$ cat config.mk
export PLATFORM = sky130hd
export DESIGN_NAME = note_sequencer
export DESIGN_NICKNAME = d
export VERILOG_FILES = /design/src/rtl/note_sequencer.sv
export SDC_FILE = /design/constraint.sdc
export NUM_CORES = 1
export LEC_CHECK = 0
export CAP_MARGIN = 20
export CORE_MARGIN = 4
export CORE_UTILIZATION = 50
export CTS_BUF_LIST = sky130_fd_sc_hd__clkbuf_2 sky130_fd_sc_hd__clkbuf_4 sky130_fd_sc_hd__clkbuf_8
export DETAILED_ROUTE_END_ITERATION = 8
export GPL_ROUTABILITY_DRIVEN = 0
export PLACE_DENSITY = 0.8
export SLEW_MARGIN = 20
export SYNTH_ARGS = -nofsm -noshare
export SYNTH_HDL_FRONTEND = slang
export SYNTH_SLANG_ARGS = --single-unit
$ cat constraint.sdc
create_clock -name clk -period 4 [get_ports clk]
set_input_delay 0.4 -clock clk [delete_from_list [all_inputs] [get_ports clk]]
set_output_delay 0.4 -clock clk [all_outputs]
set_load 0.01 [all_outputs]
$ cat src/rtl/note_sequencer.sv
// Note sequencer: steps a one-hot buzzer line through CHANNELS notes, STEP_DIV clocks each.
// Optional square-wave tone per note when TONE_GEN_EN is defined.
module note_sequencer #(
    parameter int unsigned CHANNELS  = 8,
    parameter int unsigned STEP_DIV  = 16,
    parameter int unsigned TONE_BASE = 32,
    parameter int unsigned TONE_STEP = 2
) (
    input  logic                        clk,
    input  logic                        rst_n,
    input  logic                        start,
    input  logic                        stop,
    input  logic                        loop_en,
    input  logic                        dir,
    output logic [CHANNELS-1:0]         buzzer,
    output logic [$clog2(CHANNELS)-1:0] note_idx,
    output logic                        busy,
    output logic                        done
);
    localparam int unsigned IDX_W = $clog2(CHANNELS);
    localparam int unsigned PW    = (STEP_DIV > 1) ? $clog2(STEP_DIV) : 1;
    localparam logic [IDX_W-1:0] IDX_LAST   = IDX_W'(CHANNELS - 1);
    localparam logic [PW-1:0]    PRESC_LAST = PW'(STEP_DIV - 1);

    typedef enum logic {IDLE, PLAY} state_t;

    state_t                state_q, state_d;
    logic [IDX_W-1:0]      idx_q, idx_d;
    logic [PW-1:0]         presc_q, presc_d;
    logic                  dir_q, dir_d;
    logic                  busy_q, busy_d;
    logic                  done_q, done_d;
    logic [CHANNELS-1:0]   buzzer_q, buzzer_d;
    logic [CHANNELS-1:0]   onehot_d;
    logic                  note_start;
    logic                  last_note;

    assign last_note = dir_q ? (idx_q == '0) : (idx_q == IDX_LAST);

    always_comb begin
        state_d    = state_q;
        idx_d      = idx_q;
        presc_d    = presc_q;
        dir_d      = dir_q;
        done_d     = 1'b0;
        note_start = 1'b0;
        case (state_q)
            IDLE: begin
                if (start && !stop) begin
                    state_d    = PLAY;
                    idx_d      = dir ? IDX_LAST : '0;
                    presc_d    = '0;
                    dir_d      = dir;
                    note_start = 1'b1;
                end
            end
            PLAY: begin
                if (stop) begin
                    state_d = IDLE;
                end else if (presc_q == PRESC_LAST) begin
                    presc_d    = '0;
                    note_start = 1'b1;
                    if (last_note) begin
                        if (loop_en) begin
                            idx_d = dir_q ? IDX_LAST : '0;
                        end else begin
                            state_d    = IDLE;
                            done_d     = 1'b1;
                            note_start = 1'b0;
                        end
                    end else begin
                        idx_d = dir_q ? idx_q - 1'b1 : idx_q + 1'b1;
                    end
                end else begin
                    presc_d = presc_q + 1'b1;
                end
            end
            default: state_d = IDLE;
        endcase
        busy_d = (state_d == PLAY);
    end

    always_comb begin
        onehot_d = '0;
        for (int unsigned i = 0; i < CHANNELS; i++) begin
            onehot_d[i] = (idx_d == IDX_W'(i));
        end
    end

`ifdef TONE_GEN_EN
    localparam int unsigned TW = $clog2(TONE_BASE + 1);

    logic [TW-1:0] tone_cnt_q, tone_cnt_d;
    logic          phase_q, phase_d;
    logic [TW-1:0] half_m1;

    // Half-period of the note currently playing, minus one for terminal compare.
    assign half_m1 = TW'(TONE_BASE) - TW'(idx_q) * TW'(TONE_STEP) - 1'b1;

    always_comb begin
        tone_cnt_d = tone_cnt_q;
        phase_d    = phase_q;
        if (!busy_d) begin
            tone_cnt_d = '0;
            phase_d    = 1'b0;
        end else if (note_start) begin
            tone_cnt_d = '0;
            phase_d    = 1'b1;
        end else if (tone_cnt_q == half_m1) begin
            tone_cnt_d = '0;
            phase_d    = ~phase_q;
        end else begin
            tone_cnt_d = tone_cnt_q + 1'b1;
        end
        buzzer_d = (busy_d && phase_d) ? onehot_d : '0;
    end

    always_ff @(posedge clk or negedge rst_n) begin
        if (!rst_n) begin
            tone_cnt_q <= '0;
            phase_q    <= 1'b0;
        end else begin
            tone_cnt_q <= tone_cnt_d;
            phase_q    <= phase_d;
        end
    end
`else
    assign buzzer_d = busy_d ? onehot_d : '0;
`endif

    always_ff @(posedge clk or negedge rst_n) begin
        if (!rst_n) begin
            state_q  <= IDLE;
            idx_q    <= '0;
            presc_q  <= '0;
            dir_q    <= 1'b0;
            busy_q   <= 1'b0;
            done_q   <= 1'b0;
            buzzer_q <= '0;
        end else begin
            state_q  <= state_d;
            idx_q    <= idx_d;
            presc_q  <= presc_d;
            dir_q    <= dir_d;
            busy_q   <= busy_d;
            done_q   <= done_d;
            buzzer_q <= buzzer_d;
        end
    end

    assign buzzer   = buzzer_q;
    assign note_idx = idx_q;
    assign busy     = busy_q;
    assign done     = done_q;
endmodule

==> results.md, run 1 <==
- The die area is between 2000 and 3000 um^2.
- Synthesis produced a netlist with a net count of between 90 and 100.
- The number of antenna violations at the first check in global routing was 0.
- Setup repair after global routing left no endpoint under its margin.
- For this block, the via count after detailed routing is between 700 and 800.
- Max-cap violations in this run came to 0.
- The critical path goes through inv_1, fa_1, nand2b_1, a311oi_1, and4b_1, a211o_1, nor3_1.
- The critical path crosses 7 cells after its start point.
- After routing the design area is approximately 1200 um^2.
- The flow ran to the end, and the final reports show no timing, DRC or antenna violations.
- The total power divided by cell area is 406 nW/um^2.
- The family of cells with the greatest summed delay on the critical path is simple AND/OR/NAND/NOR gates.
- The transition time of the tightest slew-check pin is 783 ps.
- In this run, post-CTS repair resized a total of 0 instances.
- The highest cell delay on the worst timing path is 530 ps.
- The reported leakage power is 0.505 nW.
- The max-slew violation total from the final report is 0.
- After clock tree synthesis, the clock-pin slew on the worst setup and hold paths is 100 ps.
- The final hold violation count is 0.
- The aggregate global routing overflow is 0.
- In this run, distinct cell masters in the synthesized netlist total 43.
- TritonCTS built the clock tree.
- A synthesized cell averages 10.9 um^2.
- The vertical extent of the die is 51.5 um.
- The number of cells traversed by the worst register-to-register path is 7.
- The clock insertion delay at the later pin of the skew report is just under 300 ps.
- The worst-case clock buffer depth is 2.
- The final clock skew is approximately 4.4 ps.
- The critical path capture point type is a register.
- Wires add up to ~1900 um.
- The remaining max-slew budget at the tightest pin is between 40% and 50%.
- The critical path launch point type is a register.
- The wire length of the first global-routing pass is 3330 um.
- For this run, the detailed router's first-pass iteration total came to 4.
- Data arrives at the worst endpoint at 2670 ps.
- At the end of the flow, the number of nets in the layout was roughly 120.
- The clock root buffer is clkbuf_4.
- The number of antenna cells inserted is 0.
- The average wire length per cell after detail routing is 14.6 um.
- The number of global-route vias before repair is 755.
- The number of enable-type register cells in the synthesized netlist is 0.
- The initial utilization of the core area, before any placement, comes to 53.5%.
- The detailed-placement wirelength estimate is 1430 um.
- The total area inside the core boundary comes to between 1500 and 2000 um^2.
- The top-level I/O count is 19.
- The critical path start-end classification is register to register.
- For this run, the register share of the synthesized area comes to 47.7%.
- The type of the tightest min-delay check is register to register.
- For met3 alone, demand over resource in global routing was 5.25%.
- The highest-utilization routing layer at the global route stage is met2.
- The count of final setup violators is 0.
- From synthesis to final layout, the design area changed by 24.9%.
- After clock tree synthesis, the flow added hold-fix buffers numbering 0.
- The sum of negative setup slack is 0 ps.
- For this block, the initial DRC count from the detailed router was 12.
- After synthesis the cells add up to 945 um^2.
- The mean number of vias per cell is 5.70.
- Once placement finished, the instance area stood at about 1100 um^2.
- After synthesis the netlist holds a flip-flop and latch count of 18.
- The highest achievable clock rate is 404 MHz.
- The worst hold path cell count is 1.
- For this run, global-route usage on met1 was measured as 22.6%.
- The remaining design rule violation count is 0.
- The maximum fanout along the worst path is 11.
- The die extent in x is 51.5 um.
- The instance count of the mapped netlist is 87.
- The peak supply drop is approximately 0.30 mV.
- The count of buffers added on input and output ports is 18.
- The predominant post-synthesis flop cell is dfrtp_1.
- In this run the number of H-tree levels came out at 1.
- Cells with a size suffix above 1 make up 9.43% of the layout.
- The global router's overall resource usage is 16.9%.
- The final critical delay including setup and external delays is 2480 ps.
- In the synthesized netlist the async set-or-reset flop fraction comes to 100%.
- The final critical path takes up 61.9% of the cycle.
- The number of buffers created by CTS is 3.
- In this run the remaining antenna-violating nets after routing total 0.
- In this run the post-CTS setup repair buffer count came out at 0.
- The sum of buffers and inverters on the critical path is 1.
- Yosys printed 0 warnings.
- The data required time at the worst endpoint is 4190 ps.
- The sink count of the clock tree is 18.
- The largest net degree at the start of global routing is 19.
- Global routing used 26.7% of the available met2 tracks.
- For this design, the slowest cell found on the critical path is dfrtp_1.
- The initialized floorplan defines 15 standard-cell rows.
[cells in the final DEF, fill, tap and decap left out, types with 2 or more instances in the layout]
cell	count
a22o_1	2
nor2_1	3
clkdlybuf4s50_1	18
a311o_1	2
nand2_1	4
nor3b_1	4
o21ai_0	4
and2_1	3
nor3_1	4
mux2i_1	2
nand2b_1	2
dfrtp_1	18
inv_1	6
nor3b_2	2
clkbuf_4	3
and4b_1	2
[metrics by stage]
stage / utilization [%] / instances / setup WS, ps / hold slack (ps) / total power [mW]
global route: 66.9 / 131 / 1340 / 561 / 0.511
CTS: 66.9 / 131 / 1510 / 538 / 0.483
finish: 66.9 / 131 / 1520 / 536 / 0.479
global placement: 64.8 / 127 / 1430 / 506 / 0.369
floorplan: - / 87 / 1660 / 104 / 0.322
detailed placement: 64.8 / 127 / 1410 / 520 / 0.374
[synthesized netlist by cell type (2+ instances only)]
| cell type | instances | area share (%) |
|---|---|---|
| nor3b_2 | 2 | 2.6 |
| and4b_1 | 2 | 2.1 |
| a22o_1 | 2 | 1.9 |
| nor2_1 | 3 | 1.2 |
| nor3_1 | 4 | 2.1 |
| inv_1 | 6 | 2.4 |
| dfrtp_1 | 18 | 48 |
| nor3b_1 | 4 | 3.2 |
| and2_1 | 3 | 2.0 |
| o21ai_0 | 4 | 2.1 |
| nand2b_1 | 2 | 1.3 |
| nand2_1 | 4 | 1.6 |
| a311o_1 | 2 | 2.1 |
| mux2i_1 | 2 | 2.1 |
[power breakdown]
part / internal, mW / total (mW) / switching (mW)
sequential: 0.204 / 0.235 / 0.0315
combinational: 0.0717 / 0.135 / 0.0636
clock: 0.0554 / 0.109 / 0.0532
total: 0.331 / 0.479 / 0.148
[registers in the layout, indices dropped and copies added (netlist names)]
name	flops
note_idx	3
buzzer	8
dir_q	1
presc_q	4
busy	1
done	1
[worst paths after layout]
check / start / end / slack (ps)
max: note_idx[0] / buzzer[2] / 1520
min: presc_q[0] / presc_q[0] / 540
max reg2reg: note_idx[0] / buzzer[2] / 1520
min reg2reg: presc_q[0] / presc_q[0] / 540
max in group asynchronous: rst_n / buzzer[3] / 2950
min in group asynchronous: rst_n / presc_q[1] / 560
[area by class of cell]
| cell class | instances | area [um^2] |
|---|---|---|
| Fill cell | 162 | 584 |
| Clock buffer | 4 | 36.3 |
| Tap cell | 25 | 31.3 |
| Timing Repair Buffer | 18 | 180 |
| Sequential cell | 18 | 450 |
| Multi-Input combinational cell | 60 | 459 |
| Inverter | 6 | 22.5 |
[kinds of logic after synthesis]
kind of cell | count (synthesis) | synth area share (%)
AO/OA/AOI/OAI | 21 | 18.0
adder cells (fa/ha/maj) | 2 | 3.44
buffers and inverters | 9 | 3.71
flip-flops | 18 | 47.7
multiplexers | 2 | 2.12
AND/OR/NAND/NOR | 35 | 25.0
[routing by layer]
metal / part of all wire [%] / wire length [um] / vias to the layer above
li1: - / - / 365
met1: 45 / 870 / 350
met2: 47 / 893 / 30
met3: 7.7 / 147 / 2
met4: 0.31 / 6 / 0
met5: 0 / 0 / -
Power figures use the tool's default switching activity.
==> run 2: changes to the inputs <==
Settings changed: CORE_UTILIZATION 50 to 47, PLACE_DENSITY 0.8 to 0.79.
Clock period 4 ns to 2 ns, I/O delays scaled along.
==> results.md, run 2 (synthesis results as in run 1) <==
- The run finished, with violations left.
- The final reports fail on setup timing.
- The final clock skew is 3.33 ps (-1.03 ps).
- The global router's overall resource usage is 21.6% (+4.7 points).
- The final hold violation count is 0 (unchanged).
- The sink count of the clock tree is 18 (unchanged).
- The clock insertion delay at the later pin of the skew report is 290 ps (about the same).
- The root buffer cell chosen for the clock tree is clkbuf_4.
- The register share of total power is 38.7% (-10 points).
- The sum of negative setup slack is -602 ps (-602 ps).
- The pre-CTS setup slack is -152 ps (-1560 ps).
- The synthesis-to-finish area growth is 59.6%.
- The critical path start-end classification is register to register.
- The slowest stage of the critical path belongs to the cell dfrtp_1.
- The count of final setup violators is 7 (+7).
- The data required time at the worst endpoint is 2210 ps (-1980 ps).
- The mean number of vias per cell came to 5.40 (-5.3%).
- The number of maximum-capacitance violations is 0 (unchanged).
- The number of flip-flops in the largest register came to 8 (unchanged).
- The worst endpoint data arrival time is 2330 ps (-340 ps).
- The count of input and output buffers came to 18 (unchanged).
- The core region area was 1820 um^2 (+3.2%).
- The max-slew violation total from the final report is 0 (unchanged).
- The remaining antenna violation count was 0 (unchanged).
- The portion of the clock cycle consumed by the worst path in the final layout is 106% (+44 points).
- The reported leakage power came to 0.678 nW (+34%).
- Leaving out fill and tap cells, the most frequent cells in the layout are buf_4, clkdlybuf4s50_1, dfrtp_1.
- The maximum fanout along the worst path is 5 (-6).
- Setup repair after global routing could not meet its margin everywhere.
- The wire length of the first global-routing pass is 4440 um (+34%).
- The share of power burned in the clock network was 19.0% (-3.7 points).
- The tightest min-delay check is of the input port to async pin type.
- The detailed-routing iteration count for the pre-antenna-repair pass is 5 (+1).
- The post-placement cell count was 152 (+20%).
- The total power divided by cell area is 778 nW/um^2 (+91%).
- The number of cells traversed by the worst register-to-register path is 6 (-1).
- The transition time of the tightest slew-check pin is 480 ps (-303 ps).
- The number of antenna violations at the first check in global routing is 0 (unchanged).
- The die extent in x is 52.8 um (+2.7%).
- The critical path launch point type is a register.
- The length of routed met3 wiring was 61 um (-59%).
- The average wire length per cell after detail routing is 15.8 um (+8.2%).
- The remaining design rule violation count is 0 (unchanged).
- The final worst slack is -116 ps (-1640 ps).
- The detailed-placement wirelength estimate came to 1650 um (+15%).
- The worst-case clock buffer depth is 2 (unchanged).
- The effective utilization at floorplan came to 51.9% (-1.7 points).
- The switching fraction of total power is 31.8% (+0.90 points).
- The highest cell delay on the worst timing path is 430 ps (-100 ps).
- The cell area after layout is 1510 um^2 (+28%).
- The standard cell area after detailed placement is 1350 um^2 (+18%).
- The internal power summed over all cells is 799 uW (+140%).
- The total met2 wirelength after detailed routing was 1260 um (+41%).
- The final critical delay including setup and external delays is 2120 ps (-359 ps).
- The die area is 2790 um^2 (+5.4%).
- The worst reg-to-reg setup slack is -120 ps (-1640 ps).
- The remaining max-slew budget at the tightest pin is 67.9% (+20 points).
- The reg-to-reg startpoint is note_idx[1].
- The fraction of layout cells with a size suffix above 1 is 43.7% (+34 points).
- The vertical extent of the die is 52.8 um (+2.7%).
- The aggregate global routing overflow is 0 (unchanged).
- The number of global-route vias before repair was 921 (+22%).
- The power share of the combinational group was 42.3% (+14 points).
- The wire length the detailed router placed on met1 came to 1170 um (+34%).
- The peak supply drop is 0.671 mV (+120%).
- The total net switching power is 373 uW (+150%).
- The highest achievable clock rate is 473 MHz (+17%).
- The initial detailed-routing violation count is 18 (+6).
- The most common cell after layout, fill and taps aside is buf_4.
- The worst flop-to-flop path endpoint is buzzer[1].
- The largest net degree at the start of global routing is 19 (unchanged).
- The signal on the critical path passes through buf_4, or3_4, a311oi_2, and4b_2, a211o_4, nor3_2.
- The count of fill cells added during filler insertion is 104 (-36%).
- The site row count is 15 (unchanged).
- The top-level I/O count was 19 (unchanged).
- The critical path capture point type is a register.
- TritonCTS built the clock tree.
- The number of buffers created by CTS is 3 (unchanged).
- The number of antenna cells inserted is 0 (unchanged).
- The clock slew at the register clock pins of the worst setup and hold paths is 100 ps (about the same).
- The via count is 864 (+16%).
- The count of non-filler cells in the finished layout is 160 (+22%).
- The total wire length after detailed routing is 2540 um (+32%).
- The uppermost layer routed is met4.
- The number of nets in the finished design was 144 (+25%).
- The worst hold slack is 219 ps (-317 ps).
- The H-tree depth is 1 (unchanged).
run 2: cell count changes in the layout (fill, tap and decap cells not counted), moves of 3 or more:
cell,before,now
inv_1,6,3
buf_6,0,3
nor3_1,4,0
buf_4,0,25
inv_2,0,3
nor3_2,0,3
run 2: critical path, delay by kind of cell (launching register included):
| family | cells | cell delay (ps) |
|---|---|---|
| flip-flops | 1 | 430 |
| AND/OR/NAND/NOR | 3 | 870 |
| AO/OA/AOI/OAI | 2 | 570 |
| buffers and inverters | 1 | 160 |
run 2: per-stage QoR:
step / power [mW] / util [%]
finish: 1.17 / 82.8
floorplan: 0.669 / -
global route: 1.25 / 82.8
detailed placement: 0.858 / 74.0
global placement: 0.846 / 74.0
CTS: 1.13 / 79.6
run 2: cell type report:
type / instances / area, um^2 / share of cell area (%)
Sequential cell: 18 / 452 / 30.0
Multi-Input combinational cell: 61 / 564 / 37.4
Timing Repair Buffer: 46 / 402 / 26.6
Tap cell: 25 / 31.3 / 2.07
Clock buffer: 4 / 36.3 / 2.41
Inverter: 6 / 22.5 / 1.49
run 2: power by group through the flow:
stage | clock, mW | sequential [mW] | combinational, mW
after floorplan | 0 | 0.465 | 0.204
after global placement | 0 | 0.453 | 0.394
after detailed placement | 0 | 0.454 | 0.404
after CTS | 0.223 | 0.450 | 0.453
after global routing | 0.243 | 0.463 | 0.541
final | 0.223 | 0.453 | 0.496
run 2: what timing repair did:
item,in CTS,in global routing
setup buffers,2,1
resized for setup,10,14
pin swaps,3,2
cloned,1,0
hold buffers,0,0
setup endpoints to repair,8,9
run 2: per-layer routing:
| metal | global-route usage (%) | up-vias |
|---|---|---|
| li1 | - | 421 |
| met1 | 30.2 | 415 |
| met2 | 36.0 | 20 |
| met3 | 1.99 | 8 |
| met4 | 5.11 | 0 |
| met5 | 0 | - |
run 2: worst max-delay path by stage:
stage                     start         to  slack (ps)  cells past startpoint
floorplan           note_idx[0]  buzzer[5]        -110                      9
global placement           stop  buzzer[5]        -140                      6
detailed placement         stop  buzzer[5]        -150                      6
CTS                       dir_q  buzzer[1]         -80                      7
global route              dir_q  buzzer[1]        -220                      7
finish              note_idx[1]  buzzer[1]        -120                      6
